[src/rtl/remote_snd.sv]
// NEC infrared transmitter with an Avalon-MM slave interface.
// Produces a 38 kHz-modulated LED drive and a baseband copy of each frame or repeat code.
module remote_snd #(
  parameter int unsigned SLOT_CYC    = 56250,
  parameter int unsigned CARRIER_DIV = 2632,
  parameter int unsigned GAP_SLOTS   = 16
) (
  input  logic        clk_100m,
  input  logic        sys_rst_n,
  input  logic [2:0]  avl_address,
  input  logic        avl_write,
  input  logic [31:0] avl_writedata,
  input  logic        avl_read,
  output logic [31:0] avl_readdata,
  output logic        ir_led,
  output logic        ir_base,
  output logic        tx_busy
);

  localparam int unsigned SLOT_W    = (SLOT_CYC > 1) ? $clog2(SLOT_CYC) : 1;
  localparam int unsigned CAR_W     = (CARRIER_DIV > 1) ? $clog2(CARRIER_DIV) : 1;
  localparam int unsigned CAR_HALF  = CARRIER_DIV / 2;
  localparam int unsigned MAX_SLOTS = (GAP_SLOTS > 16) ? GAP_SLOTS : 16;
  localparam int unsigned NUM_W     = $clog2(MAX_SLOTS + 1);

  typedef enum logic [2:0] {
    IDLE, LEAD_MARK, LEAD_SPACE, BIT_MARK, BIT_SPACE, REP_SPACE, STOP_MARK, GAP
  } state_t;

  state_t            state, state_nxt;
  logic [SLOT_W-1:0] slot_cnt;
  logic [NUM_W-1:0]  slot_num;
  logic [NUM_W-1:0]  slot_last_c;
  logic [CAR_W-1:0]  car_cnt, car_nxt_c;
  logic [31:0]       shreg;
  logic [4:0]        bit_cnt;
  logic              is_rep;
  logic              err;
  logic              slot_end_c, state_done_c;
  logic              start_wr_c, accept_c;
  logic              mark_cur_c, mark_nxt_c;
  logic              unused_wdata;

  assign unused_wdata = ^avl_writedata[31:16];

  // Last slot index of the current state and the resulting next state.
  always_comb begin
    slot_last_c = '0;
    state_nxt   = state;
    slot_end_c  = (slot_cnt == SLOT_W'(SLOT_CYC - 1));
    start_wr_c  = avl_write && (avl_address == 3'd0 || avl_address == 3'd1);
    accept_c    = start_wr_c && (state == IDLE);

    case (state)
      LEAD_MARK:  slot_last_c = NUM_W'(15);
      LEAD_SPACE: slot_last_c = NUM_W'(7);
      BIT_SPACE:  slot_last_c = shreg[0] ? NUM_W'(2) : NUM_W'(0);
      REP_SPACE:  slot_last_c = NUM_W'(3);
      GAP:        slot_last_c = NUM_W'(GAP_SLOTS - 1);
      default:    slot_last_c = '0;
    endcase

    state_done_c = slot_end_c && (slot_num == slot_last_c);

    case (state)
      IDLE:       if (accept_c)     state_nxt = LEAD_MARK;
      LEAD_MARK:  if (state_done_c) state_nxt = is_rep ? REP_SPACE : LEAD_SPACE;
      LEAD_SPACE: if (state_done_c) state_nxt = BIT_MARK;
      BIT_MARK:   if (state_done_c) state_nxt = BIT_SPACE;
      BIT_SPACE:  if (state_done_c) state_nxt = (bit_cnt == 5'd31) ? STOP_MARK : BIT_MARK;
      REP_SPACE:  if (state_done_c) state_nxt = STOP_MARK;
      STOP_MARK:  if (state_done_c) state_nxt = GAP;
      GAP:        if (state_done_c) state_nxt = IDLE;
      default:    state_nxt = IDLE;
    endcase

    mark_cur_c = (state == LEAD_MARK) || (state == BIT_MARK) || (state == STOP_MARK);
    mark_nxt_c = (state_nxt == LEAD_MARK) || (state_nxt == BIT_MARK) ||
                 (state_nxt == STOP_MARK);
    car_nxt_c  = (car_cnt == CAR_W'(CARRIER_DIV - 1)) ? '0 : car_cnt + CAR_W'(1);
  end

  // State, slot timing, shift register and registered outputs.
  always_ff @(posedge clk_100m or negedge sys_rst_n) begin
    if (!sys_rst_n) begin
      state        <= IDLE;
      slot_cnt     <= '0;
      slot_num     <= '0;
      car_cnt      <= '0;
      shreg        <= '0;
      bit_cnt      <= '0;
      is_rep       <= 1'b0;
      err          <= 1'b0;
      ir_led       <= 1'b0;
      ir_base      <= 1'b1;
      tx_busy      <= 1'b0;
      avl_readdata <= '0;
    end else begin
      state <= state_nxt;

      if (state_nxt != state) begin
        slot_cnt <= '0;
        slot_num <= '0;
      end else if (state != IDLE) begin
        if (slot_end_c) begin
          slot_cnt <= '0;
          slot_num <= slot_num + NUM_W'(1);
        end else begin
          slot_cnt <= slot_cnt + SLOT_W'(1);
        end
      end

      if (accept_c) begin
        shreg   <= {~avl_writedata[7:0], avl_writedata[7:0],
                    ~avl_writedata[15:8], avl_writedata[15:8]};
        is_rep  <= (avl_address == 3'd1);
        bit_cnt <= '0;
      end else if (state == BIT_SPACE && state_done_c) begin
        shreg   <= {1'b0, shreg[31:1]};
        bit_cnt <= bit_cnt + 5'd1;
      end

      // Carrier phase restarts with every mark so each mark begins high.
      if (mark_nxt_c && !mark_cur_c) begin
        car_cnt <= '0;
        ir_led  <= (CAR_HALF > 0);
      end else if (mark_nxt_c) begin
        car_cnt <= car_nxt_c;
        ir_led  <= (car_nxt_c < CAR_W'(CAR_HALF));
      end else begin
        car_cnt <= '0;
        ir_led  <= 1'b0;
      end

      ir_base <= ~mark_nxt_c;
      tx_busy <= (state_nxt != IDLE);

      if (start_wr_c && state != IDLE) begin
        err <= 1'b1;
      end else if (avl_write && avl_address == 3'd2) begin
        err <= 1'b0;
      end

      if (avl_read) begin
        avl_readdata <= (avl_address == 3'd2) ? {30'd0, err, tx_busy} : 32'd0;
      end
    end
  end

endmodule

[config.mk]
export PLATFORM = sky130hd
export DESIGN_NAME = remote_snd
export DESIGN_NICKNAME = d
export VERILOG_FILES = /design/src/rtl/remote_snd.sv
export SDC_FILE = /design/constraint.sdc
export NUM_CORES = 1
export LEC_CHECK = 0
export BUFFER_PORTS_ARGS = -buffer_cell sky130_fd_sc_hd__clkbuf_2
export CELL_PAD_IN_SITES_DETAIL_PLACEMENT = 0
export CELL_PAD_IN_SITES_GLOBAL_PLACEMENT = 2
export CORE_UTILIZATION = 38
export CTS_CLUSTER_SIZE = 30
export DETAILED_ROUTE_END_ITERATION = 12
export HOLD_SLACK_MARGIN = 0.03
export PLACE_DENSITY_LB_ADDON = 0.12
export REMOVE_ABC_BUFFERS = 1
export SKIP_LAST_GASP = 1
export SLEW_MARGIN = 20
export SYNTH_ARGS = -nofsm -noshare
export SYNTH_HDL_FRONTEND = slang
export SYNTH_SLANG_ARGS = --single-unit
[constraint.sdc]
create_clock -name clk_100m -period 5.2 [get_ports clk_100m]
set_input_delay 1.04 -clock clk_100m [delete_from_list [all_inputs] [get_ports clk_100m]]
set_output_delay 1.04 -clock clk_100m [all_outputs]
set_load 0.02 [all_outputs]
# Yosys cells after proc, flatten, opt, wreduce, memory -nomap -nowiden
# Index checks and enable logic that the tools add are counted.
# W data, S select, Z words.
[classes]
n_addsub = 4
magnitude_cmp = 1
n_eq_ne = 17
muxes = 31
n_bitwise = 3
n_reduce_logical = 23
[op_table]
columns = ["op", "count"]
rows = [
  ["$mux W32", 2],
  ["$mux W16", 3],
  ["$mux W12", 3],
  ["$mux W3", 10],
  ["$mux W5", 5],
  ["$pmux W3 S8", 1],
  ["$add A16 B1 Y16 const B", 1],
  ["$eq A16 B16 Y1 const B", 1],
  ["$not A8 Y8", 2],
  ["$pmux W4 S4", 1],
  ["$eq A3 B3 Y1 const B", 5],
  ["$add A12 B1 Y12 const B", 1],
  ["$eq A12 B12 Y1 const B", 1],
  ["$eq A3 B2 Y1 const B", 4],
  ["$lt A12 B11 Y1 const B", 1],
  ["$add A5 B1 Y5 const B", 2],
  ["$eq A3 B1 Y1 const B", 3],
  ["$reduce_bool A2 Y1", 4],
  ["$logic_and A1 B1 Y1", 7],
  ["$logic_not A3 Y1", 2],
  ["$reduce_bool A3 Y1", 2],
  ["$eq A5 B5 Y1", 1],
  ["$eq A5 B5 Y1 const B", 1],
  ["$logic_or A1 B1 Y1", 5],
  ["7 further kinds", 11],
]
[word_totals]
register_bits = 110
inputBits = 39
output_inout_bits = 35
word_cells = 91

# Longest topological paths before layout
# Gate-level depths: netlist of run 1.
[logic_depth]
word_depth = 12
ltp_mapped = 10
ltp_nobuf = 9

# Least setup slack after synthesis of run 1
# Ideal clock, no wire load.
[synth_path]
kind = "register -> register"
start = "register state[2]"
end = "register tx_busy"
arrival_time_ps = 2368
t_required_ps = 5072
path_slack_ps = 2703
path_stages_with_launch = 9
n_path_buf = 2
synth_period_minus_slack_ps = 2497
cell_sequence = "dfrtp_1 -> clkbuf_1 -> or4b_1 -> a211oi_1 -> nand2_1 -> a2111oi_2 -> o221a_4 -> buf_6 -> o21ai_0"
[synth_between]
elab_chain_cells = 8
elab_cells_between_ends = 23
cone_classes = "eq/ne: 8; mux: 10; reduce/logical: 5"
[synth_lines]
columns = ["item", "line_no", "source"]
rows = [
  ["start, declared", "30", "state_t state, state_nxt;"],
  ["start signal, assigned", "99", "state <= state_nxt;"],
  ["$eq A3 B1 Y1 / $eq A3 B3 Y1 (equally long branches)", "54, 65", ""],
  ["$reduce_or A2 Y1 (no line)", "-", ""],
  ["$pmux W4 S4", "54", "case (state)"],
  ["$eq A5 B5 Y1", "63", "state_done_c = slot_end_c && (slot_num == slot_last_c);"],
  ["$logic_and A1 B1 Y1", "63", ""],
  ["$mux W3, or another cell as far along", "73", "GAP: if (state_done_c) state_nxt = IDLE;"],
  ["$pmux W3 S8 (*)", "65", "case (state)"],
  ["$reduce_bool A3 Y1 (*)", "136", "tx_busy <= (state_nxt != IDLE);"],
  ["end signal, assigned", "136", ""],
  ["end, declared", "17", "output logic tx_busy"],
]
# Mark *: on every way between the ends. The rest lies on a longest branch, timed or not.
# A chain may end at the register's enable or synchronous reset.

# Worst setup path after layout of run 1
[layout_path]
start = "register slot_cnt[1]"
end = "register bit_cnt[3]"
[layout_between]
elab_chain_cells = 4
[layout_lines]
columns = ["item", "line_no", "source"]
rows = [
  ["start, declared", "31", "logic [SLOT_W-1:0] slot_cnt;"],
  ["start signal, assigned", "109", "slot_cnt <= slot_cnt + SLOT_W'(1);"],
  ["$eq A16 B16 Y1", "50", "slot_end_c = (slot_cnt == SLOT_W'(SLOT_CYC - 1));"],
  ["$logic_and A1 B1 Y1", "63", ""],
  ["$logic_and A1 B1 Y1", "118", "end else if (state == BIT_SPACE && state_done_c) begin"],
  ["$reduce_bool A2 Y1 (no line)", "-", ""],
  ["end signal, assigned", "120", "bit_cnt <= bit_cnt + 5'd1;"],
  ["end, declared", "36", "logic [4:0] bit_cnt;"],
]
# No other way between the ends.

==> flow_summary.json, run 1 <==
{
  "status": "complete, no violations",
  "cts_setup_buffers": 0,
  "io_buffers": 27,
  "setup_tns_ns": 0,
  "fin_nets": 552,
  "cts_tree": "yes",
  "grt_usage_pct": 16.7,
  "worstPathArrival_ns": 3.32,
  "finClkSkew_ns": 0.00682,
  "antenna_found_initial": 0,
  "ys.flop_type": "dfrtp_1",
  "grt_pass1_wl_um": 16800,
  "hold_viol_final": 0,
  "holdPathEnd": "slot_cnt[15]$_DFFE_PN0P_",
  "p_per_area_mw_per_mm2": 270,
  "final_core_util_pct": 43.6,
  "worstReg2RegStart": "slot_cnt[1]$_DFFE_PN0P_",
  "ir_drop_mv": 0.163,
  "cts_sinks": 80,
  "firstDrtPassIters": 4,
  "drive_above_1_share_pct": 14.3,
  "io_pins": 74,
  "critPathRequiredTime_ns": 5.46,
  "core_area_mm2": 0.0117,
  "r2r_end": "bit_cnt[3]$_DFFE_PN0P_",
  "leakagePower_nw": 2.26,
  "synth-edff-count": 0,
  "ys_async_sr_fraction_pct": 100,
  "rrSetupSlack_ns": 2.15,
  "maxSlewHeadroom_pct": 38.8,
  "seq_area_frac_synth_pct": 43.2,
  "grt_overflow_total": 0,
  "drc": 0,
  "synth_area_mm2": 0.00464,
  "hp-class": "flop to flop",
  "total_power_mw": 1.37,
  "clockBufferDepth": 2,
  "layout_common_cells": "dfrtp_1 (79), nand2_1 (58), o21ai_0 (58)",
  "std_cell_rows": 39,
  "final_common_cell": "dfrtp_1",
  "die_area_mm2": 0.0127,
  "cts_resized": 0,
  "die_h_um": 113,
  "max_freq_mhz": 328,
  "gp_congestion": 0.729,
  "fillers": 1154,
  "dp_hpwl_um": 6620,
  "grt_pass1_vias": 3299,
  "ys.warnings.count": 0,
  "min-delay-start": "slot_cnt[15]$_DFFE_PN0P_",
  "synth_cell_types": 61,
  "clock_latency_ns": 0.34,
  "drt_wl_total_um": 9840,
  "via_count": 3541,
  "r2r_cells": 8,
  "syn_inst": 492,
  "worst_pin_slew_ns": 0.918,
  "drt_iter0_markers": 186,
  "cts_made_buffers": 9,
  "hold_depth": 1,
  "start_util_pct": 39.8,
  "setup_viol": 0,
  "cp-start-kind": "flop",
  "slew_violations": 0,
  "root_buffer": "clkbuf_16",
  "fp.dieW_um": 113,
  "cp_max_fo": 33,
  "antenna_cells": 0,
  "area_delta_synth_final_pct": 9.63,
  "endpoint_kind": "flop",
  "syn_avg_cell_area_um2": 9.43,
  "clk_pin_slew_ns": 0.06,
  "ant_nets": 0,
  "path_class": "flop to flop",
  "htree_levels": 3,
  "rsz0062_at_grt": "no",
  "via_per_inst": 5.41,
  "drv_cap": 0,
  "ys_ff_latch": 80,
  "grt_max_degree": 53,
  "cts_hold_buf": 0,
  "fin_crit_ns": 3.05,
  "finalCritPeriodShare_pct": 58.7,
  "wl_per_cell_um": 15.0
}
## synth_stat cells, types with 2 or more instances
| library cell | n | area [µm²] |
|---|---|---|
| a31oi_1 | 2 | 12.5 |
| nor4bb_1 | 3 | 30.0 |
| nand4b_1 | 3 | 26.3 |
| xnor2_1 | 9 | 78.8 |
| o21ai_0 | 58 | 290 |
| and4_1 | 3 | 26.3 |
| a211oi_1 | 2 | 15.0 |
| a21o_1 | 3 | 22.5 |
| nor2_1 | 31 | 116 |
| nand3_1 | 8 | 40.0 |
| ha_1 | 6 | 75.1 |
| or3_1 | 2 | 12.5 |
| a21oi_1 | 13 | 65.1 |
| xor2_1 | 7 | 61.3 |
| or3b_2 | 2 | 17.5 |
| and2_1 | 2 | 12.5 |
| nor4b_1 | 3 | 26.3 |
| and3_1 | 6 | 37.5 |
| nor3_1 | 9 | 45.0 |
| buf_4 | 31 | 233 |
| buf_2 | 5 | 25.0 |
| nand2_1 | 58 | 218 |
| nor3b_1 | 2 | 15.0 |
| o31ai_1 | 4 | 30.0 |
| clkbuf_1 | 20 | 75.1 |
| or2_2 | 3 | 18.8 |
| mux2i_1 | 33 | 330 |
| nand4_1 | 8 | 50.1 |
| a21boi_0 | 15 | 113 |
| inv_1 | 9 | 33.8 |
| a31o_2 | 2 | 17.5 |
| dfrtp_1 | 79 | 1980 |
| nor4_2 | 8 | 100 |
| nand2b_1 | 5 | 31.3 |
| nor4_1 | 8 | 50.1 |
| nor2b_1 | 2 | 12.5 |
| o22ai_1 | 2 | 12.5 |
| a22o_1 | 3 | 26.3 |
## cell families (layout without fill, tap and decap cells)
| logic type | Yosys count | in the layout | synth area share, % |
|---|---|---|---|
| simple gates | 173 | 173 | 20.8 |
| compound gates | 116 | 116 | 15.8 |
| flops | 80 | 80 | 43.2 |
| buf+inv | 66 | 56 | 8.14 |
| mux | 34 | 34 | 7.36 |
| xor+xnor | 16 | 16 | 3.02 |
| fa+ha+maj | 6 | 6 | 1.62 |
| other cells | 1 | 30 | 0.0808 |
## per-layer routing
| metal | global-route usage [%] | up-vias | wire [µm] |
|---|---|---|---|
| li1 | - | 1742 | - |
| met1 | 22.6 | 1740 | 4780 |
| met2 | 26.4 | 50 | 4690 |
| met3 | 3.51 | 9 | 236 |
| met4 | 6.40 | 0 | 133 |
| met5 | 0 | - | 0 |
## state kept, by name (all words and copies together) (netlist names)
name / cells
err: 1
ir_led: 1
shreg: 32
slot_num: 5
ir_base: 1
avl_readdata: 2
bit_cnt: 5
state: 3
slot_cnt: 16
is_rep: 1
tx_busy: 1
car_cnt: 12
## worst max-delay path, stage by stage, from the launching register on
cell	delay, ns
dfrtp_1	0.43
inv_1	0.07
ha_1	0.16
nand4b_1	0.15
nor4_4	0.44
nand3_2	0.22
or3_2	0.87
or3_1	0.48
a21oi_1	0.14
## cell type report
| class | count | area (µm²) | share of cell area, % |
|---|---|---|---|
| multi-input combinational | 375 | 2380 | 46.9 |
| inverter | 9 | 33.8 | 0.664 |
| clock buffer | 10 | 229 | 4.50 |
| tap | 143 | 179 | 3.52 |
| clock inverter | 5 | 82.6 | 1.62 |
| timing repair buffer | 32 | 175 | 3.44 |
| sequential | 80 | 2000 | 39.4 |
## power breakdown
| group | internal [mW] | total, mW | switching [mW] |
|---|---|---|---|
| combinational | 0.0159 | 0.0598 | 0.0440 |
| sequential | 0.633 | 0.639 | 0.00621 |
| clock | 0.419 | 0.673 | 0.254 |
| total | 1.07 | 1.37 | 0.304 |
## worst max-delay path by stage
stage                                  from                     end  slack, ns  cells after the start
global placement    slot_cnt[1]$_DFFE_PN0P_    car_cnt[0]$_DFF_PN0_       1.88                      8
floorplan                state[2]$_DFF_PN0_   shreg[16]$_DFFE_PN0P_       2.28                      6
finish              slot_cnt[1]$_DFFE_PN0P_  bit_cnt[3]$_DFFE_PN0P_       2.15                      8
global route             state[1]$_DFF_PN0_  bit_cnt[3]$_DFFE_PN0P_       1.90                      6
CTS                 slot_cnt[0]$_DFFE_PN0P_  bit_cnt[3]$_DFFE_PN0P_       2.07                      7
detailed placement           avl_address[2]   shreg[27]$_DFFE_PN0P_       2.02                      7
## metrics by stage
step	instances	cell area, µm²	worst slack, ns	hold WS, ns
3_5_place_dp	639	4770	2.02	0.481
5_1_grt	654	5090	1.90	0.519
2_1_floorplan	464	4410	2.28	0.450
4_1_cts	654	5080	2.07	0.489
6_report	654	5090	2.15	0.481
3_3_place_gp	639	4760	1.88	0.472
Note: power is estimated with default switching activity, not from simulation.
==> run 2, diff against run 1 <==
--- a/config.mk
+++ b/config.mk
@@ -8,7 +8,7 @@
 export BUFFER_PORTS_ARGS = -buffer_cell sky130_fd_sc_hd__clkbuf_2
 export CELL_PAD_IN_SITES_DETAIL_PLACEMENT = 0
 export CELL_PAD_IN_SITES_GLOBAL_PLACEMENT = 2
-export CORE_UTILIZATION = 38
+export CORE_UTILIZATION = 32
 export CTS_CLUSTER_SIZE = 30
 export DETAILED_ROUTE_END_ITERATION = 12
 export HOLD_SLACK_MARGIN = 0.03
==> constraint.sdc (replaced) <==
create_clock -name clk_100m -period 2.6 [get_ports clk_100m]
set_input_delay 0.52 -clock clk_100m [delete_from_list [all_inputs] [get_ports clk_100m]]
set_output_delay 0.52 -clock clk_100m [all_outputs]
set_load 0.02 [all_outputs]
==> flow_summary.json, run 2 (same netlist as run 1, synthesis figures left out) <==
{
  "layout_common_cells": "dfrtp_1 (79), nand2_1 (58), o21ai_0 (58)",
  "worst_pin_slew_ns": 0.650,
  "fp.dieW_um": 122,
  "firstDrtPassIters": 4,
  "grt.busiest_layer": "met2",
  "p_int_mw": 1.98,
  "drive_above_1_share_pct": 21.1,
  "ir_drop_mv": 0.252,
  "p_sw_uw": 659,
  "drc": 0,
  "use_met1_pct": 19.6,
  "via_per_inst": 5.01,
  "dp_hpwl_um": 7130,
  "finClkSkew_ns": 0.00675,
  "use_met2_pct": 24.3,
  "p_comb_share_pct": 4.6,
  "critPathSlowestCell": "or4b_1",
  "hold_viol_final": 0,
  "start_util_pct": 33.2,
  "grt_max_degree": 57,
  "rsz0062_at_grt": "no",
  "p_clk_share_pct": 47.1,
  "grt_use_met3_pct": 2.74,
  "clk_pin_slew_ns": 0.06,
  "std_cell_rows": 43,
  "final_common_cell": "dfrtp_1",
  "fin_nets": 589,
  "gp_congestion": 0.796,
  "grt_overflow_total": 0,
  "core_area_mm2": 0.0140,
  "status": "complete, no violations",
  "antenna_found_initial": 0,
  "setup_tns_ns": 0,
  "reg_top3": "shreg (32), slot_cnt (16), car_cnt (12)",
  "root_buffer": "clkbuf_16",
  "via_count": 3654,
  "leakagePower_nw": 2.45,
  "grt_pass1_wl_um": 17400,
  "antenna_cells": 0,
  "max_freq_mhz": 400,
  "io_buffers": 27,
  "path_class": "flop to flop",
  "seq_power_share_pct": 48.3,
  "dp_slack_ns": 0.0325,
  "postLayoutSetupSlackWorst_ns": 0.102,
  "drt_wl_total_um": 10400,
  "finalCritPeriodShare_pct": 96.1,
  "crit_chain": "or4b_1, a211oi_2, nand2_1, a2111oi_2, o221a_4, buf_12, nor4_1",
  "grt_usage_pct": 14.9,
  "placed_area_mm2": 0.00513,
  "largest_reg_flops": 32,
  "fillers": 1417,
  "critPathRequiredTime_ns": 2.82,
  "wl_per_cell_um": 14.2,
  "slew_violations": 0,
  "hp-class": "input pin to asynchronous set/reset pin",
  "cp_max_fo": 14,
  "grt_pass1_vias": 3484,
  "htree_levels": 3,
  "multi_input_area_mm2": 0.00240,
  "switching_share_pct": 24.9,
  "area_delta_synth_final_pct": 17.9,
  "ant_nets": 0,
  "worstPathArrival_ns": 2.72,
  "drt_iter0_markers": 199,
  "seq_area_mm2": 0.00200,
  "cts_tree": "yes",
  "final_cell_area_mm2": 0.00547,
  "clockBufferDepth": 2,
  "p_per_area_mw_per_mm2": 483,
  "cts_sinks": 80,
  "die_h_um": 122,
  "io_pins": 74,
  "endpoint_kind": "flop",
  "top_register": "shreg",
  "cp-start-kind": "flop",
  "cpPeakStageDelay_ns": 0.58,
  "maxSlewHeadroom_pct": 56.3,
  "drv_cap": 0,
  "die_area_mm2": 0.0150,
  "cts_made_buffers": 9,
  "clock_latency_ns": 0.34,
  "fin_crit_ns": 2.50,
  "setup_viol": 0
}
-- run 2: cell types whose count changed in the layout (fill, tap and decap cells not counted), sizes merged --
cell      delta
clkinvlp     +3
bufinv       -2
inv          +2
clkinv       -2
buf         +36
clkbuf       +1
-- run 2: layout make-up --
type                            instances  area share (%)
Clock buffer                           10            4.37
Clock inverter                          6           0.938
Inverter                                9           0.618
Multi-Input combinational cell        375            43.8
Sequential cell                        80            36.6
Tap cell                              180            4.12
Timing Repair Buffer                   69            9.52
-- run 2: worst max-delay path: cells and delay by family, from the launching register on --
kind	cells	cell delay, ns
AND/OR/NAND/NOR	3	0.77
AO/OA/AOI/OAI	3	1.05
flip-flops	1	0.39
buffers and inverters	1	0.15
-- run 2: path summary, 6_finish.rpt --
kind / start / to / slack [ns] / cells past startpoint
max: state[2]$_DFF_PN0_ / car_cnt[1]$_DFF_PN0_ / 0.10 / 7
min: sys_rst_n / err$_DFFE_PN0P_ / 0.09 / 1
max reg2reg: state[2]$_DFF_PN0_ / car_cnt[1]$_DFF_PN0_ / 0.10 / 7
min reg2reg: slot_cnt[15]$_DFFE_PN0P_ / slot_cnt[15]$_DFFE_PN0P_ / 0.50 / 1
max in group asynchronous: sys_rst_n / ir_base$_DFF_PN1_ / 1.86 / 2
min in group clk_100m: avl_writedata[6] / shreg[22]$_DFFE_PN0P_ / 0.39 / 3
-- run 2: through the flow --
stage / total power, mW / cells / utilization, % / hold WS (ns)
6_report: 2.64 / 729 / 39.1 / 0.0919
5_1_grt: 2.76 / 729 / 39.1 / 0.117
4_1_cts: 2.68 / 728 / 38.7 / 0.104
3_5_place_dp: 1.43 / 712 / 36.7 / 0.472
3_3_place_gp: 1.42 / 712 / 36.7 / 0.465
2_1_floorplan: 1.37 / 464 / - / 0.224
-- run 2: what timing repair did --
| action | in CTS | in global routing |
|---|---|---|
| endpoints found under the hold margin | 0 | 0 |
| hold buffers | 0 | 0 |
| setup buffers | 0 | 0 |
| gates resized for setup | 0 | 6 |
| endpoints found under the setup margin | 0 | 48 |
-- run 2: power groups by stage --
stage	clock, mW	sequential (mW)	combinational (mW)
2_1_floorplan	0	1.30	0.0659
3_3_place_gp	0	1.30	0.124
3_5_place_dp	0	1.30	0.125
4_1_cts	1.28	1.28	0.125
5_1_grt	1.34	1.28	0.140
6_report	1.24	1.28	0.122
-- run 2: routing by layer --
layer,wire length [µm],part of all wire (%),up-vias
met4,140,1.3,0
met1,4990,48,1760
met3,319,3.1,12
li1,-,-,1816
met2,4940,48,66
met5,0,0,-
